<file path="config.mk">
export PLATFORM = sky130hd
export DESIGN_NAME = cpmath_control_flat
export DESIGN_NICKNAME = d
export VERILOG_FILES = /design/src/rtl/cpmath_control_if.sv /design/src/rtl/cpmath_control.sv /design/src/flat_wrapper.sv
export SDC_FILE = /design/constraint.sdc
export NUM_CORES = 1
export LEC_CHECK = 0
export CAP_MARGIN = 10
export CELL_PAD_IN_SITES_DETAIL_PLACEMENT = 1
export CELL_PAD_IN_SITES_GLOBAL_PLACEMENT = 1
export CORE_MARGIN = 1
export CORE_UTILIZATION = 35
export DETAILED_ROUTE_END_ITERATION = 7
export PLACE_DENSITY_LB_ADDON = 0.1
export SKIP_CTS_REPAIR_TIMING = 1
export SYNTH_ARGS = -nofsm -noshare
export SYNTH_HDL_FRONTEND = slang
export SYNTH_SLANG_ARGS = --single-unit
export TNS_END_PERCENT = 30
</file>
<file path="constraint.sdc">
create_clock -name clk -period 6.2 [get_ports clk]
set_input_delay 0.62 -clock clk [delete_from_list [all_inputs] [get_ports clk]]
set_output_delay 0.62 -clock clk [all_outputs]
set_load 0.02 [all_outputs]
</file>
<file path="src/rtl/cpmath_control_if.sv">
// cpmath_control_if: control-unit to datapath signal bundle
interface cpmath_control_if;
  logic [5:0]  opcode;
  logic [5:0]  funct;
  logic        zero;
  logic        pcWrite;
  logic        iorD;
  logic        memRead;
  logic        memWrite;
  logic        irWrite;
  logic        regWrite;
  logic        regSrc;
  logic        dataSrc;
  logic        aSrc;
  logic [1:0]  bSrc;
  logic [1:0]  pcSrc;
  logic [5:0]  aluOp;
  logic [3:0]  state;
  logic        illegal;
  logic [31:0] instr_count;
  modport master (
    input  opcode, funct, zero,
    output pcWrite, iorD, memRead, memWrite, irWrite, regWrite, regSrc, dataSrc,
           aSrc, bSrc, pcSrc, aluOp, state, illegal, instr_count
  );
  modport slave (
    output opcode, funct, zero,
    input  pcWrite, iorD, memRead, memWrite, irWrite, regWrite, regSrc, dataSrc,
           aSrc, bSrc, pcSrc, aluOp, state, illegal, instr_count
  );
endinterface

</file>
<file path="src/rtl/cpmath_control.sv">
// cpmath_control: multicycle Moore control FSM for the CPMath datapath
module cpmath_control (
  input logic clk,
  input logic rst,
  cpmath_control_if.master bus
);
  localparam logic [3:0] S_FETCH  = 4'd0;
  localparam logic [3:0] S_DECODE = 4'd1;
  localparam logic [3:0] S_MEMADR = 4'd2;
  localparam logic [3:0] S_MEMRD  = 4'd3;
  localparam logic [3:0] S_MEMWB  = 4'd4;
  localparam logic [3:0] S_MEMWR  = 4'd5;
  localparam logic [3:0] S_EXEC   = 4'd6;
  localparam logic [3:0] S_RWB    = 4'd7;
  localparam logic [3:0] S_BRANCH = 4'd8;
  localparam logic [3:0] S_ADDIEX = 4'd9;
  localparam logic [3:0] S_ADDIWB = 4'd10;
  localparam logic [3:0] S_JUMP   = 4'd11;
  localparam logic [5:0] OP_R = 6'h00, OP_LW = 6'h23, OP_SW = 6'h2B;
  localparam logic [5:0] OP_BEQ = 6'h04, OP_ADDI = 6'h08, OP_J = 6'h02;
  localparam logic [5:0] ALU_ADD = 6'h20, ALU_SUB = 6'h22;
  logic [3:0]  state_q, state_d;
  logic        illegal_q, illegal_d;
  logic [31:0] count_q, count_d;
  logic        funct_ok, retire, en;
  logic        s_fetch, s_decode, s_memadr, s_memrd, s_memwb, s_memwr;
  logic        s_exec, s_rwb, s_branch, s_addiex, s_addiwb, s_jump;
  assign s_fetch  = state_q == S_FETCH;
  assign s_decode = state_q == S_DECODE;
  assign s_memadr = state_q == S_MEMADR;
  assign s_memrd  = state_q == S_MEMRD;
  assign s_memwb  = state_q == S_MEMWB;
  assign s_memwr  = state_q == S_MEMWR;
  assign s_exec   = state_q == S_EXEC;
  assign s_rwb    = state_q == S_RWB;
  assign s_branch = state_q == S_BRANCH;
  assign s_addiex = state_q == S_ADDIEX;
  assign s_addiwb = state_q == S_ADDIWB;
  assign s_jump   = state_q == S_JUMP;
  assign funct_ok = bus.funct inside {6'h20, 6'h22, 6'h24, 6'h25, 6'h2A};
  assign retire   = s_memwb | s_memwr | s_rwb | s_branch | s_addiwb | s_jump;
  always_comb begin
    state_d   = S_FETCH;
    illegal_d = illegal_q;
    case (state_q)
      S_FETCH:  state_d = S_DECODE;
      S_DECODE: begin
        state_d = (bus.opcode == OP_LW || bus.opcode == OP_SW) ? S_MEMADR :
                  (bus.opcode == OP_R && funct_ok)             ? S_EXEC   :
                  (bus.opcode == OP_BEQ)                       ? S_BRANCH :
                  (bus.opcode == OP_ADDI)                      ? S_ADDIEX :
                  (bus.opcode == OP_J)                         ? S_JUMP   : S_FETCH;
        illegal_d = illegal_q | (state_d == S_FETCH);
      end
      S_MEMADR: state_d = (bus.opcode == OP_SW) ? S_MEMWR : S_MEMRD;
      S_MEMRD:  state_d = S_MEMWB;
      S_EXEC:   state_d = S_RWB;
      S_ADDIEX: state_d = S_ADDIWB;
      default:  state_d = S_FETCH;
    endcase
  end
  assign count_d = count_q + {31'd0, retire};
  always_ff @(posedge clk) begin
    if (rst) begin
      state_q   <= S_FETCH;
      illegal_q <= 1'b0;
      count_q   <= '0;
    end else begin
      state_q   <= state_d;
      illegal_q <= illegal_d;
      count_q   <= count_d;
    end
  end
  // Enables are squashed during reset so an aborted instruction has no side effects
  assign en              = ~rst;
  assign bus.pcWrite     = en & (s_fetch | s_jump | (s_branch & bus.zero));
  assign bus.memRead     = en & (s_fetch | s_memrd);
  assign bus.memWrite    = en & s_memwr;
  assign bus.irWrite     = en & s_fetch;
  assign bus.regWrite    = en & (s_memwb | s_rwb | s_addiwb);
  assign bus.iorD        = s_memrd | s_memwr;
  assign bus.regSrc      = s_rwb;
  assign bus.dataSrc     = s_rwb | s_addiwb;
  assign bus.aSrc        = s_memadr | s_addiex | s_exec | s_branch;
  assign bus.bSrc        = s_fetch ? 2'd1 : s_decode ? 2'd3 : (s_memadr | s_addiex) ? 2'd2 : 2'd0;
  assign bus.pcSrc       = s_branch ? 2'd1 : s_jump ? 2'd2 : 2'd0;
  assign bus.aluOp       = s_exec ? bus.funct : s_branch ? ALU_SUB : ALU_ADD;
  assign bus.state       = state_q;
  assign bus.illegal     = illegal_q;
  assign bus.instr_count = count_q;
endmodule
</file>
<file path="src/flat_wrapper.sv">
// flat-port wrapper written by rule: the top's interface ports become plain ports
module cpmath_control_flat 
  (clk, rst, bus_opcode, bus_funct, bus_zero, bus_pcWrite, bus_iorD, bus_memRead, bus_memWrite, bus_irWrite, bus_regWrite, bus_regSrc, bus_dataSrc, bus_aSrc, bus_bSrc, bus_pcSrc, bus_aluOp, bus_state, bus_illegal, bus_instr_count);
  cpmath_control_if bus_i ();
  input logic clk;
  input logic rst;
  input wire logic [$bits(bus_i.opcode)-1:0] bus_opcode;
  input wire logic [$bits(bus_i.funct)-1:0] bus_funct;
  input wire logic [$bits(bus_i.zero)-1:0] bus_zero;
  output wire logic [$bits(bus_i.pcWrite)-1:0] bus_pcWrite;
  output wire logic [$bits(bus_i.iorD)-1:0] bus_iorD;
  output wire logic [$bits(bus_i.memRead)-1:0] bus_memRead;
  output wire logic [$bits(bus_i.memWrite)-1:0] bus_memWrite;
  output wire logic [$bits(bus_i.irWrite)-1:0] bus_irWrite;
  output wire logic [$bits(bus_i.regWrite)-1:0] bus_regWrite;
  output wire logic [$bits(bus_i.regSrc)-1:0] bus_regSrc;
  output wire logic [$bits(bus_i.dataSrc)-1:0] bus_dataSrc;
  output wire logic [$bits(bus_i.aSrc)-1:0] bus_aSrc;
  output wire logic [$bits(bus_i.bSrc)-1:0] bus_bSrc;
  output wire logic [$bits(bus_i.pcSrc)-1:0] bus_pcSrc;
  output wire logic [$bits(bus_i.aluOp)-1:0] bus_aluOp;
  output wire logic [$bits(bus_i.state)-1:0] bus_state;
  output wire logic [$bits(bus_i.illegal)-1:0] bus_illegal;
  output wire logic [$bits(bus_i.instr_count)-1:0] bus_instr_count;
  assign bus_i.opcode = bus_opcode;
  assign bus_i.funct = bus_funct;
  assign bus_i.zero = bus_zero;
  assign bus_pcWrite = bus_i.pcWrite;
  assign bus_iorD = bus_i.iorD;
  assign bus_memRead = bus_i.memRead;
  assign bus_memWrite = bus_i.memWrite;
  assign bus_irWrite = bus_i.irWrite;
  assign bus_regWrite = bus_i.regWrite;
  assign bus_regSrc = bus_i.regSrc;
  assign bus_dataSrc = bus_i.dataSrc;
  assign bus_aSrc = bus_i.aSrc;
  assign bus_bSrc = bus_i.bSrc;
  assign bus_pcSrc = bus_i.pcSrc;
  assign bus_aluOp = bus_i.aluOp;
  assign bus_state = bus_i.state;
  assign bus_illegal = bus_i.illegal;
  assign bus_instr_count = bus_i.instr_count;
  cpmath_control u_core (.clk(clk), .rst(rst), .bus(bus_i));
endmodule
</file>
==> impl_metrics.csv <==
group,metric,value,unit
outcome,status,"complete, no violations",
global_route,grt_pass1_vias,2040,
sta,setup_viol,0,
worst_setup_path,cpMaxStageDelayCell,"or4_1",
sta,worst_slew_pin_slew,0.644,ns
synth,netlist-cell-type-count,45,
cells_and_area,diodes,0,
power_and_ir_drop,vdd_drop_max,0.0955,mV
sta,rsz0062_at_grt,"false",
min_path,min_path_type,"register to register",
global_route,grt_pass1_wl,9830,um
synth,postSynth.asyncResetShare,0,
power_and_ir_drop,internal_power,0.000393,W
place,gp_congestion,0.733,
synth,synth_fp_nets,278,
routing,vias,2187,
sta,fmax,0.297,GHz
worst_setup_path,cp_common_cell,"a21oi_1",
power_and_ir_drop,p_sw_frac,0.231,
power_and_ir_drop,power.clock.fraction,0.435,
synth,yosysWarnings,0,
worst_setup_path,rr_startpoint,"u_core.bus.state[0]",
power_and_ir_drop,power.leakage,0.946,nW
flow_run,cap_viol_max_count,0,
worst_setup_path,worstPathCellList,"nand2b_1 > a21oi_1 > a21oi_1 > ha_1 > ha_1 > nand4_2 > or4_1 > or4_1 > a21oi_1",
worst_setup_path,crit_required,6.41,ns
synth,synthTopCellsByArea,"dfxtp_1, a21oi_1, o31ai_1",
die,die_width,79.7,um
worst_setup_path,crit_start,"u_core.bus.state[0]",
clock_network,cts_root_buf,"clkbuf_8",
sta,fin_skew,0.00454,ns
power_and_ir_drop,comb_power_share,0.089,
synth,synthAdderAreaFrac,0.0118,
global_route,grt_use_total,0.195,
sta,max-slew-margin-rel,0.565,
clock_network,htreeDepth,2,
power_and_ir_drop,power.net_switching,0.000118,W
worst_setup_path,max_stage_delay,0.81,ns
place,port_buffers,70,
synth,ys_seq_area_frac,0.350,
cells_and_area,fill_cells,680,
routing,viasPerCell,5.51,
routing,drcViolationCount,0,
power_and_ir_drop,powerDensity,172,nW/um2
clock_network,cts_tree,"done",
synth,dominantRegCellSynth,"dfxtp_1",
synth,synth_xor_area_frac,0.0663,
power_and_ir_drop,pwr-share-seq,0.475,
routing,routedWlPerCell,15.5,um
synth,synth_top_cell_by_area,"dfxtp_1",
cells_and_area,area_delta_synth_final,40.0,%
min_path,holdCritStartpoint,"u_core.bus.illegal",
die,ios,71,
cells_and_area,nets,341,
sta,hold_viol,0,
sta,period_needed,3.37,ns
synth,synth_area,2110,um2
routing,wirelength,6150,um
cells_and_area,final_cell_area,2960,um2
worst_setup_path,cp.arrival,3.58,ns
place,postPlaceCellArea,2840,um2
synth,synth_top_family_by_area,"simple AND/OR/NAND/NOR gates",
synth,synth_cells,261,
die,dieArea,6360,um2
clock_network,cts_sinks,37,
synth,synthMuxAreaShare,0.0154,
worst_setup_path,cp-end-kind,"register",
die,die_y,79.7,um
worst_setup_path,worstSetupPathType,"register to register",
global_route,antenna_found_initial,0,
sta,timing.final.crit_share,0.543,
routing,firstDrtPassIters,4,
sta,slew_viol_final,0,
synth,synth_top_area_frac,0.350,
synth,ys_seq_elements,37,
worst_setup_path,crit_path_max_fanout,18,
cells_and_area,drive_gt1_frac,0.0585,
clock_network,cts_buffers,5,
clock_network,path_clk_slew,0.08,ns
synth,synth_edf_count,0,
global_route,grt_overflow,0,
clock_network,cts_buffer_depth,2,
synth,syn_avg_cell_area,8.10,um2
die,start_util,0.373,
clock_network,worstSkewPairLatency,0.28,ns
synth,synth-compound-area-share,0.166,
place,detailed_place_hpwl,4550,um
die,core,5680,um2
routing,drt_iter0_markers,80,
synth,synthSimpleGateAreaFrac,0.349,
sta,tns,0,ns
global_route,grt_max_degree,44,
die,num_rows,27,
worst_setup_path,cp-start-kind,"register",
routing,ant_nets,0,
per-layer routing:
metal,share of wire,GRT usage,vias to the layer above
met5,0,0,-
li1,-,-,1096
met4,0.0059,0.0364,0
met3,0.024,0.0320,4
met2,0.49,0.354,43
met1,0.48,0.240,1044
layout make-up:
type | instances | area [um2] | area share
Inverter | 4 | 15.0 | 0.00507
Clock inverter | 2 | 37.5 | 0.0127
Clock buffer | 6 | 82.6 | 0.0279
Timing Repair Buffer | 71 | 708 | 0.239
Multi-Input combinational cell | 205 | 1290 | 0.434
Sequential cell | 37 | 741 | 0.250
Tap cell | 72 | 90.1 | 0.0304
cells in the final DEF (no fill, tap or decap), drive strengths merged, types with 8 or more instances in the layout:
| cell | synthesis | routed |
|---|---|---|
| a21oi | 23 | 23 |
| clkdlybuf4s50 | 0 | 70 |
| dfxtp | 37 | 37 |
| nand2 | 15 | 15 |
| nand3 | 12 | 12 |
| nand4 | 13 | 13 |
| nor2 | 23 | 23 |
| o31ai | 13 | 13 |
| or4 | 13 | 13 |
| xnor2 | 8 | 8 |
| xor2 | 8 | 8 |
cell usage after synthesis, types with 2 or more instances:
cell type,n
a2111o_1,2
a21oi_1,23
a31oi_1,2
and2_1,5
and3_1,2
and4_1,3
buf_1,2
buf_4,2
clkbuf_1,9
dfxtp_1,37
ha_1,2
inv_1,4
mux2_2,2
nand2_1,15
nand2b_1,7
nand3_1,12
nand4_1,12
nor2_1,23
nor2b_1,5
nor3_1,7
nor3b_1,2
nor4_1,7
o21ai_0,7
o21bai_1,3
o31ai_1,13
or2_2,3
or3_1,6
or4_1,13
xnor2_1,8
xor2_1,8
power groups by stage:
stage | clock network, W | registers [W] | logic [W]
floorplan | 0 | 0.000248 | 0.0000214
global placement | 0 | 0.000248 | 0.0000450
detailed placement | 0 | 0.000248 | 0.0000454
CTS | 0.000229 | 0.000243 | 0.0000457
global route | 0.000239 | 0.000243 | 0.0000487
finish | 0.000222 | 0.000243 | 0.0000455
worst max-delay path: cells and delay by family, from the launching register on:
family                     cells  cell delay (ns)
AOI/OAI and AO/OA              3             0.39
and+or+nand+nor                4             1.76
DFF                            1             0.66
adders and majority gates      2             0.49
state kept, by name, indices dropped and copies added (netlist names):
signal and count:
u_core.bus.instr_count 32, u_core.bus.illegal 1, u_core.bus.state 4
cell families after synthesis:
family | Yosys count
mux | 3
simple gates | 129
xor+xnor | 16
compound gates | 55
buf+inv | 19
fa+ha+maj | 2
flops | 37
stage by stage:
stage          power (W)  setup WS (ns)  instances  utilization  hold slack, ns
2_1_floorplan   0.000270           3.24        261            -           0.545
3_3_place_gp    0.000293           2.95        389        0.500           0.460
3_5_place_dp    0.000294           2.87        389        0.500           0.471
4_1_cts         0.000517           2.83        397        0.522           0.496
5_1_grt         0.000531           2.57        397        0.522           0.519
6_report        0.000510           2.83        397        0.522           0.491
final timing paths:
check | slack (ns) | end | cells after the start
min reg2reg | 0.49 | u_core.bus.illegal | 2
min | 0.49 | u_core.bus.illegal | 2
max | 2.83 | u_core.bus.instr_count[20] | 9
max reg2reg | 2.83 | u_core.bus.instr_count[20] | 9
Power figures use the tool's default switching activity.
==> variant (config.mk and constraints unchanged) <==
Make the reset (`rst`) asynchronous in one clocked block.
--- a/src/rtl/cpmath_control.sv
+++ b/src/rtl/cpmath_control.sv
@@ -61,5 +61,5 @@
   end
   assign count_d = count_q + {31'd0, retire};
-  always_ff @(posedge clk) begin
+  always_ff @(posedge clk or posedge rst) begin
     if (rst) begin
       state_q   <= S_FETCH;
Function: differs if rst is asserted again (counterexample within 4 cycles, from zero or initial values and one cycle with rst high); with rst held inactive, the same outputs for 10 cycles.
==> variant against the original RTL <==
Hold slack worse by 0.019 ns. Die area down 4.3%. Critical path depth down 5. Design area down 2.9%. Worst setup slack better by 0.38 ns. Clock skew up 0.0017 ns. Fmax up 13%. Synthesized area down 4.4%. Sequential cell count unchanged. Routed wire length down 11%.
Power is not compared: it rests on default switching activity, and its combinational part moved more than twofold at a synthesized area within 25%.
==> variant: results <==
[cells_and_area]
largest_reg_flops = 32
drive_gt1_share_pct = 3.55
syn_to_final_growth_pct = 42.2
num-fill-cells = 641
antenna_cells = 0
layout.cells.non_filler = 354
nNetsFinal = 299

[global_routing]
first_global_vias = 1852
use_met3_pct = 5.53
antenna_found_initial = 0
grt_max_degree = 38
grt_use_total_pct = 19.2
grtUsageMet1_pct = 24.9
grt_pass1_wl_um = 9080
grt_util_met2_pct = 31.7

[worst_setup_path]
worstPathMaxFanout = 20
r2r_end = u_core.bus.instr_count[28]
r2r_slack_ns = 3.39
regToRegStartpoint = u_core.bus.state[2]
worstPathArrival_ns = 2.37
r2r_cells = 8

[logic_synthesis]
syn_avg_cell_area_sq_um = 9.58
yosysWarnings = 0
netlist_top_cells_count = dfrtp_1, xnor2_1, nor2_1
dominantRegCellSynth = dfrtp_1
synth_nets = 228
synth_area_leaders = dfrtp_1, xnor2_1, nand4_1
yosysSeqAreaShare_pct = 45.8
synth_cell_types = 36
synthArstFlopShare_pct = 100

[power_and_ir_drop]
internal-power_w = 0.000461
leakagePower_nw = 1.18
power_density_nw_per_um2 = 249
pg_comb_w = 0.000248
pg_clk_w = 0.000168
vdd_ir_drop_max_v = 0.000169

[clocking]
htreeDepth = 2
root_buffer = clkbuf_8
numCtsBuffers = 5

[status]
status = finished clean

[min_path]
holdPathStages = 1
min-delay-start = u_core.bus.instr_count[31]
hold_end = u_core.bus.instr_count[31]

[placed_design]
place_ws_ns = 3.33
place_area_sq_um = 2790
gp_congestion = 0.786
dp_hpwl_um = 4170
numPortBuffers = 70

[timing]
finClkSkew_ns = 0.00623
whs_ns = 0.472
relSlewSlack_pct = 38.7

[route]
viasPerCell = 5.20
drt-initial-drc-count = 66
routed_wl_um = 5450
dr.pass1.iters = 4
[variant: cell types whose count changed after synthesis, moves of 7 or more]
| cell | change |
|---|---|
| a21oi_1 | -20 |
| dfrtp_1 | +37 |
| dfxtp_1 | -37 |
| nor3_1 | +7 |
| o31ai_1 | -13 |
| or4_1 | -12 |
| xnor2_1 | +15 |
[variant: layout make-up]
class | instances | share of cell area [%]
Inverter | 6 | 0.784
Multi-Input combinational cell | 161 | 36.2
Tap cell | 72 | 3.13
Timing Repair Buffer | 71 | 24.6
Sequential cell | 37 | 32.2
Clock buffer | 7 | 3.00
[variant: cells by family (layout without fill, tap and decap cells)]
family                     after synthesis  after routing  synth area share [%]
DFF                                     37             37                  45.8
AOI/OAI and AO/OA                       23             23                  7.00
buffers and inverters                   13             84                  2.66
and+or+nand+nor                        102            102                  28.4
muxes                                    2              2                 0.991
adders and majority gates                2              2                  1.24
xor gates and xnor gates                32             32                  13.9
[variant: worst max path at each step]
stage,from,endpoint,slack (ns),depth (start not counted)
2_1_floorplan,u_core.bus.state[1],u_core.bus.instr_count[30],3.45,11
3_3_place_gp,rst,bus_memRead,3.31,4
3_5_place_dp,rst,bus_memRead,3.33,4
4_1_cts,u_core.bus.state[1],bus_aluOp[2],3.22,4
5_1_grt,u_core.bus.state[1],bus_aluOp[0],3.02,4
6_report,u_core.bus.state[1],bus_aluOp[2],3.21,4
[variant: worst max-delay path, stage by stage, from the launching register on]
cell and delay, ns:
dfrtp_1 0.72, nor2b_1 0.27, nor2b_1 0.28, and3_1 0.21
clkdlybuf4s50_1 0.60
[variant: routing by layer]
metal,part of all wire (%),vias up
li1,-,893
met1,46,887
met2,47,56
met3,5.9,4
met4,0.92,0
met5,0,-
